**src/rtl/keypad_scanner.sv**
```systemverilog
// 4x4 (parameterisable) key matrix scanner: column strobe, row synchronizer,
// whole-scan debounce and one-cycle key_in strobe with binary row/col index.
module keypad_scanner #(
  parameter int KEY_ROW  = 4,
  parameter int KEY_COL  = 4,
  parameter int SCAN_DIV = 1000,
  parameter int DEBOUNCE = 4
) (
  input  logic               clk,
  input  logic               rst,
  input  logic [KEY_ROW-1:0] row_sense,
  output logic [KEY_COL-1:0] col_drive,
  output logic [KEY_ROW-1:0] row,
  output logic [KEY_COL-1:0] col,
  output logic               key_in
);

  localparam int DW = (SCAN_DIV > 1) ? $clog2(SCAN_DIV) : 1;
  localparam int CW = (KEY_COL > 1) ? $clog2(KEY_COL) : 1;
  localparam int SW = 4;

  localparam logic [1:0] RES_NONE  = 2'd0;
  localparam logic [1:0] RES_ONE   = 2'd1;
  localparam logic [1:0] RES_MULTI = 2'd2;

  localparam logic [0:0] IDLE = 1'b0;
  localparam logic [0:0] HELD = 1'b1;

  logic [KEY_ROW-1:0] sync1, sync2;
  logic [DW-1:0]      dwell;
  logic [CW-1:0]      ci, ci_next;
  logic [0:0]         state;
  logic [1:0]         acc_hits, prev_res;
  logic [KEY_ROW-1:0] acc_r, prev_r;
  logic [KEY_COL-1:0] acc_c, prev_c;
  logic [SW-1:0]      stab;

  logic               sample, scan_end, res_same, stable;
  logic [1:0]         col_hits, hits_next;
  logic [KEY_ROW-1:0] low_row, res_r;
  logic [KEY_COL-1:0] res_c;
  logic [SW-1:0]      stab_next;

  assign sample   = (dwell == DW'(SCAN_DIV - 1));
  assign scan_end = sample && (ci == CW'(KEY_COL - 1));
  assign ci_next  = (ci == CW'(KEY_COL - 1)) ? '0 : ci + CW'(1);

  // Per-column hit count saturates at 2; descending loop leaves the lowest set row.
  always_comb begin
    col_hits = '0;
    low_row  = '0;
    for (int unsigned i = KEY_ROW; i > 0; i--) begin
      if (sync2[i-1]) begin
        low_row = KEY_ROW'(i - 1);
        if (col_hits != 2'd2) col_hits = col_hits + 2'd1;
      end
    end
  end

  always_comb begin
    hits_next = acc_hits | col_hits;
    if (acc_hits == 2'd2 || col_hits == 2'd2 || (acc_hits == 2'd1 && col_hits == 2'd1))
      hits_next = RES_MULTI;
    res_r = acc_r;
    res_c = acc_c;
    if (acc_hits == 2'd0 && col_hits != 2'd0) begin
      res_r = low_row;
      res_c = KEY_COL'(ci);
    end
    res_same  = (hits_next == prev_res) &&
                (hits_next != RES_ONE || (res_r == prev_r && res_c == prev_c));
    stab_next = SW'(1);
    if (res_same) stab_next = (stab == SW'(DEBOUNCE)) ? stab : stab + SW'(1);
    stable = (stab_next == SW'(DEBOUNCE));
  end

  always_ff @(posedge clk) begin
    if (rst) begin
      sync1     <= '0;
      sync2     <= '0;
      dwell     <= '0;
      ci        <= '0;
      col_drive <= KEY_COL'(1);
      state     <= IDLE;
      acc_hits  <= '0;
      acc_r     <= '0;
      acc_c     <= '0;
      prev_res  <= RES_NONE;
      prev_r    <= '0;
      prev_c    <= '0;
      stab      <= '0;
      row       <= '0;
      col       <= '0;
      key_in    <= 1'b0;
    end else begin
      sync1  <= row_sense;
      sync2  <= sync1;
      key_in <= 1'b0;
      if (sample) begin
        dwell     <= '0;
        ci        <= ci_next;
        col_drive <= KEY_COL'(1) << ci_next;
      end else begin
        dwell <= dwell + DW'(1);
      end
      if (scan_end) begin
        acc_hits <= '0;
        acc_r    <= '0;
        acc_c    <= '0;
        prev_res <= hits_next;
        prev_r   <= res_r;
        prev_c   <= res_c;
        stab     <= stab_next;
        case (state)
          IDLE: begin
            if (stable && hits_next == RES_ONE) begin
              row    <= res_r;
              col    <= res_c;
              key_in <= 1'b1;
              state  <= HELD;
            end else if (stable && hits_next == RES_MULTI) begin
              row    <= '1;
              col    <= '1;
              key_in <= 1'b1;
              state  <= HELD;
            end
          end
          default: begin
            if (stable && hits_next == RES_NONE) state <= IDLE;
          end
        endcase
      end else if (sample) begin
        acc_hits <= hits_next;
        acc_r    <= res_r;
        acc_c    <= res_c;
      end
    end
  end

endmodule

```
**config.mk**
```make
export PLATFORM = sky130hd
export DESIGN_NAME = keypad_scanner
export DESIGN_NICKNAME = d
export VERILOG_FILES = /design/src/rtl/keypad_scanner.sv
export SDC_FILE = /design/constraint.sdc
export NUM_CORES = 1
export LEC_CHECK = 0
export ABC_AREA = 1
export CAP_MARGIN = 0
export CORE_ASPECT_RATIO = 0.7
export CORE_UTILIZATION = 31
export CTS_CLUSTER_SIZE = 16
export DETAILED_ROUTE_END_ITERATION = 7
export HOLD_SLACK_MARGIN = 0.08
export PLACE_DENSITY_LB_ADDON = 0.3
export SKIP_LAST_GASP = 1
export SLEW_MARGIN = 25
export SYNTH_ARGS = -nofsm -noshare
export SYNTH_HDL_FRONTEND = slang
export SYNTH_SLANG_ARGS = --single-unit
```
**constraint.sdc**
```tcl
create_clock -name clk -period 3.34 [get_ports clk]
set_clock_uncertainty 0.2 [all_clocks]
set_input_delay 0.668 -clock clk [delete_from_list [all_inputs] [get_ports clk]]
set_output_delay 0.668 -clock clk [all_outputs]
set_load 0.1 [all_outputs]
```
# [Yosys cells after proc, flatten, opt, wreduce, memory -nomap -nowiden]
# Cells that the tools add are included.
[word_totals] inputBits=6 reg_bits=58 wordCells=86 out_inout_bits=13
[op_classes] n_eq_ne=17 bitwise_logic=3 n_addsub=6 shifts=1 n_reduce_logical=19 n_mux=24
[op_table] op="$mux 4" n=10
[op_table] op="$mux 2" n=9
[op_table] op="$add 10x1->10 const B" n=1
[op_table] op="$eq 10x10->1 const B" n=1
[op_table] op="$add 2x1->2 const B" n=4
[op_table] op="$eq 2x2->1 const B" n=4
[op_table] op="$eq 4x3->1 const B" n=2
[op_table] op="$eq 4x4->1" n=2
[op_table] op="$logic_and 1x1->1" n=8
[op_table] op="$eq 2x1->1 const B" n=3
[op_table] op="$ne 2x2->1 const B" n=3
[op_table] op="$mux 1" n=5
[op_table] op="$add 4x1->4 const B" n=1
[op_table] op="$logic_not 2->1" n=2
[op_table] op="$reduce_bool 2->1" n=2
[op_table] op="$reduce_or 2->1" n=2
[op_table] op="$shl 1x2->4 const A" n=1
[op_table] op="$logic_or 1x1->1" n=3
[op_table] op="$reduce_and 3->1" n=1
[op_table] op="$reduce_or 3->1" n=1
[op_table] op="$eq 2x2->1" n=1
[op_table] op="$ne 2x1->1 const B" n=1
[op_table] op="$not 1->1" n=2
[op_table] op="$or 2x2->2" n=1

# [Logic depth before layout (Yosys ltp)]
[logic_depth] depth_word=23 ltp_mapped=23 mapped_depth_nobuf=23

# [Least setup slack after synthesis]
# OpenSTA, ideal clock, no wires.
[synth_timing] kind="flip-flop to flip-flop" start="reg sync2[3]" end="reg col[0]" synth_period_minus_slack_ps=2796 stages_incl_launch_ff=24 slack_ps=544 setup_time_ps=117 n_path_buf=1 t_required_ps=3023 arrival_time_ps=2479 path_cell_list="dfxtp_1 -> inv_1 -> ha_1 -> inv_1 -> nand2_1 -> nand2_1 -> ha_1 -> nand2_1 -> nand2_1 -> nor2_4 -> nand2_4 -> nand2_4 -> buf_6 -> nand2_1 -> nand3_1 -> nand2_1 -> nor2_1 -> nand3_1 -> nand2_2 -> nand3_2 -> nor2_4 -> nand3_1 -> nand2_1 -> nor2_1"
[synth_via] elab_chain_cells=22 elab_cells_between_ends=44 classes_between="3 x add/sub; 12 x eq/ne; 16 x mux; 1 x bitwise; 12 x reduce/logical"
[synth_rtl] element="start: declaration" line_no="29" rtl="logic [KEY_ROW-1:0] sync1, sync2;"
[synth_rtl] element="start signal: assignment" line_no="97" rtl="sync2 <= sync1;"
[synth_rtl] element="$mux 1" line_no="53" rtl="if (sync2[i-1]) begin"
[synth_rtl] element="$add 2x1->2 / $ne 2x2->1 (equally long branches)" line_no="55" rtl="if (col_hits != 2'd2) col_hits = col_hits + 2'd1;"
[synth_rtl] element="$mux 2" line_no="55"
[synth_rtl] element="$mux 2" line_no="53"
[synth_rtl] element="$add 2x1->2 / $ne 2x2->1 (equally long branches)" line_no="55"
[synth_rtl] element="$mux 2" line_no="55"
[synth_rtl] element="$mux 2" line_no="53"
[synth_rtl] element="$add 2x1->2 / $ne 2x2->1 (equally long branches)" line_no="55"
[synth_rtl] element="[6 not listed]"
[synth_rtl] element="$ne 2x1->1 / $logic_and 1x1->1 (equally long branches)" line_no="71" rtl="(hits_next != RES_ONE || (res_r == prev_r && res_c == prev_c));"
[synth_rtl] element="$logic_or 1x1->1" line_no="71"
[synth_rtl] element="$logic_and 1x1->1" line_no="70" rtl="res_same = (hits_next == prev_res) &&"
[synth_rtl] element="$mux 4" line_no="73" rtl="if (res_same) stab_next = (stab == SW'(DEBOUNCE)) ? stab : stab + SW'(1);"
[synth_rtl] element="$eq 4x3->1" line_no="74" rtl="stable = (stab_next == SW'(DEBOUNCE));"
[synth_rtl] element="$logic_and 1x1->1, on equally long branches" line_no="116, 121"
[synth_rtl] element="$reduce_bool 2->1 (no source line)"
[synth_rtl] element="$reduce_and 3->1 (no source line)"
[synth_rtl] element="end signal: assignment" line_no="118" rtl="col <= res_c;"
[synth_rtl] element="end: declaration" line_no="14" rtl="output logic [KEY_COL-1:0] col,"
# Parallel ways exist; a longest one is shown, timed or not.
# A chain may end at the register's enable or synchronous reset.

# [Final worst setup path]
[layout_timing] start="reg sync2[2]" end="reg row[1]"
[layout_via] elab_chain_cells=19 elab_cells_between_ends=39 classes_between="2 x add/sub; 11 x eq/ne; 13 x mux; 1 x bitwise; 12 x reduce/logical"
[layout_rtl] element="$mux 2" line_no="53"
[layout_rtl] element="$add 2x1->2 / $ne 2x2->1 (equally long branches)" line_no="55"
[layout_rtl] element="$mux 2" line_no="55"
[layout_rtl] element="$mux 2" line_no="53"
[layout_rtl] element="$add 2x1->2 / $ne 2x2->1 (equally long branches)" line_no="55"
[layout_rtl] element="$mux 2" line_no="55"
[layout_rtl] element="$mux 2" line_no="53"
[layout_rtl] element="$eq 2x2->1 (tied with other cells)" line_no="62" rtl="if (acc_hits == 2'd2 || col_hits == 2'd2 || (acc_hits == 2'd1 && col_hits == 2'd1))"
[layout_rtl] element="[3 not listed]"
[layout_rtl] element="$ne 2x1->1 / $logic_and 1x1->1 (equally long branches)" line_no="71"
[layout_rtl] element="$logic_or 1x1->1" line_no="71"
[layout_rtl] element="$logic_and 1x1->1" line_no="70"
[layout_rtl] element="$mux 4" line_no="73"
[layout_rtl] element="$eq 4x3->1" line_no="74"
[layout_rtl] element="$logic_and 1x1->1, on equally long branches" line_no="116, 121"
[layout_rtl] element="$reduce_bool 2->1 (no source line)"
[layout_rtl] element="$reduce_and 3->1 (no source line)"
[layout_rtl] element="end signal: assignment" line_no="117" rtl="row <= res_r;"
[layout_rtl] element="end: declaration" line_no="13" rtl="output logic [KEY_ROW-1:0] row,"
# Parallel ways exist; a longest one is shown, timed or not.

==> flow_summary.ini <==
[status]
status = completed

[routing]
drc = 0
wl_per_cell_um = 11.2
first_pass_iters = 4
antenna_left = 0
vias_per_cell = 4.46
drtIter0Drc = 129
wirelength_um = 5970
via_count = 2379

[synthesis]
yosys.area.top_type = dfxtp_1
synth-compound-area-share = 0.0919
synthMuxAreaShare = 0
yosys.cell_types.count = 32
synth_cells = 382
yosysTopAreaCellShare = 0.422
synthesis.nets = 401
synthArstFlopShare = 0
ys_top_cells_by_area = dfxtp_1, nand2_1, inv_1
syn_avg_cell_area_sq_um = 7.20
synth.most_common_cell = nand2_1
yosys.area_share.xor_xnor = 0.00955
synth-main-ff-cell = dfxtp_1
synth-edff-count = 0
synth_simple_gate_area_frac = 0.316
ys_top_cells_by_count = nand2_1, inv_1, dfxtp_1
synth_top_family_by_area = simple AND/OR/NAND/NOR gates
ys_seq_area_frac = 0.422
ys_seq_elements = 58
synthAdderAreaFrac = 0.0591
yosys_warnings = 0
syn-cell-area_sq_um = 2750

[timing]
hold_viol_final = 0
period_needed_ns = 3.10
drv_slew = 0
setup_violations = 0
fin_crit_sh = 0.929
fmax_ghz = 0.322
maxSlewHeadroom = 0.648
tightest_slew_ns = 0.527
rsz0062_at_grt = false
fin_setup_tns_ns = 0
fin_hold_ws_ns = 0.199

[worst_setup_path]
worstPathMaxFanout = 8
critPathMostFrequentCell = nand2_1
cp-end-kind = flip-flop
required_ns = 3.36
path_cells = inv_2 > ha_1 > inv_1 > nand2_1 > nand2_1 > ha_1 > nand2_1 > nand2_2 > nor2_4 > nand2_4 > nand2_4 > nand3_1 > nand2_1 > nand2_1 > nor2_2 > nand3_2 > nand2_4 > nand3_4 > nor2_4 > nand3_2 > nand2_2 > nor2_1
critical_path_class = reg -> reg
worst_ep_arrival_time_ns = 3.12
cp_top_family = simple AND/OR/NAND/NOR gates
critPathSlowestCell = dfxtp_2
cp-start-kind = flip-flop
crit_buf_inv = 2
cpPeakStageDelay_ns = 0.35

[place]
globalplace.congestion = 0.882
dp_hpwl_um = 4250
io_buffers = 18

[final_layout]
drive_gt1_frac = 0.155
area_delta_synth_final_pct = 25.1
fin_util = 0.404
regArea_sq_um = 1160
nets = 428
diodes = 0
multi_input_area_sq_um = 1400
fill_cells = 891

[grt]
grt_start_max_net_pins = 17
grt_pass1_vias = 2232
grt_pass1_wl_um = 10200
grt.total_usage = 0.145
antenna_found_initial = 0
grt_overflow = 0

[cts]
cts_buffer_depth = 2
tritoncts = built
cts-hold-fix-buffers = 0
worstSkewPairLatency_ns = 0.32
h-tree-depth = 3
cts.clk_slew.worst_paths_ns = 0.05
cts-root-buf = clkbuf_16
numClockSinks = 58
cts_buffers = 9

[floorplan]
ios = 19
die_area_sq_um = 9260
die_h_um = 80.8
coreArea_sq_um = 8510
start_util = 0.323
die_w_um = 115
row_count = 28

[power]
p_leak_uw = 0.00151
powerDensity_nw_per_um2 = 514
ir_worst_vdd_mv = 0.231
p_total_uw = 1770

[run]
drv_cap = 0

[worst_hold_path]
hold_path_class = reg -> reg
[cells by family after synthesis]
family,Yosys count
AND/OR/NAND/NOR,191
flip-flops,58
buffers and inverters,72
adder cells (fa/ha/maj),13
AO/OA/AOI/OAI,45
XOR/XNOR,3
[flip-flops by register name (all words and copies together), names as in the netlist]
| name | cells |
|---|---|
| acc_c | 4 |
| col_drive | 4 |
| sync2 | 4 |
| state | 1 |
| sync1 | 4 |
| prev_r | 4 |
| prev_c | 4 |
| row | 4 |
| key_in | 1 |
| acc_hits | 2 |
| stab | 4 |
| prev_res | 2 |
| dwell | 10 |
| acc_r | 4 |
| col | 4 |
| ci | 2 |
[worst reg2reg max path, delay by kind of cell (launching register included)]
kind	cells	cell delay (ns)
AND/OR/NAND/NOR	18	1.81
flip-flops	1	0.35
adder cells (fa/ha/maj)	2	0.56
buffers and inverters	2	0.09
[cells in the final DEF (no fill, tap or decap), types with 2 or more instances in the layout]
master,instances
clkbuf_16,9
nand3_1,34
xor2_1,2
o211ai_1,2
a21oi_1,10
ha_1,13
nand2_4,4
inv_2,5
dfxtp_2,2
nand2_1,71
nand2_2,3
o22ai_1,9
nor2_4,3
clkinvlp_4,2
nor3b_1,5
dfxtp_1,56
nand3_2,6
buf_4,17
inv_1,59
o21ai_0,20
nor3_1,6
nor2_2,4
clkdlybuf4s50_1,5
nor2_1,49
clkbuf_8,2
[path summary, 6_finish.rpt]
| path | startpoint | endpoint | slack [ns] | cells past startpoint |
|---|---|---|---|---|
| max | sync2[2]$_SDFF_PP0_ | row[1]$_SDFFE_PP0P_ | 0.24 | 22 |
| min | sync1[2]$_SDFF_PP0_ | sync2[2]$_SDFF_PP0_ | 0.20 | 2 |
| min reg2reg | sync1[2]$_SDFF_PP0_ | sync2[2]$_SDFF_PP0_ | 0.20 | 2 |
| max reg2reg | sync2[2]$_SDFF_PP0_ | row[1]$_SDFFE_PP0P_ | 0.24 | 22 |
[metal layers]
metal  share of wire  vias to the layer above  track usage
met5               0                        -            0
met4          0.0054                        0       0.0429
met3           0.038                        2       0.0522
met2            0.41                       38        0.211
met1            0.55                     1065        0.201
li1                -                     1274            -
[power breakdown]
group	internal, uW	switching (uW)
Sequential	701	4.58
Clock	616	307
Combinational	48.7	93.6
[layout make-up]
class	count	area share
multi-input cells	253	0.407
flip-flops and latches	58	0.338
clock buffers	12	0.0745
inverters	65	0.0709
repair buffers	22	0.0516
well taps	120	0.0436
clock inverters	4	0.0145
[per-stage QoR]
| step | worst slack (ns) | area (sq um) | std cells |
|---|---|---|---|
| 6_report | 0.236 | 3440 | 534 |
| 5_1_grt | 0.00868 | 3440 | 534 |
| 4_1_cts | 0.205 | 3340 | 532 |
| 3_5_place_dp | 0.266 | 3040 | 516 |
| 3_3_place_gp | 0.359 | 3040 | 516 |
| 2_1_floorplan | 0.544 | 2750 | 382 |
[timing repair]
action | in CTS | in global routing
setup buffers | 0 | 1
endpoints found under the hold margin | 0 | 0
gates resized for setup | 0 | 21
setup endpoints to repair | 0 | 10
Power figures use the tool's default switching activity.
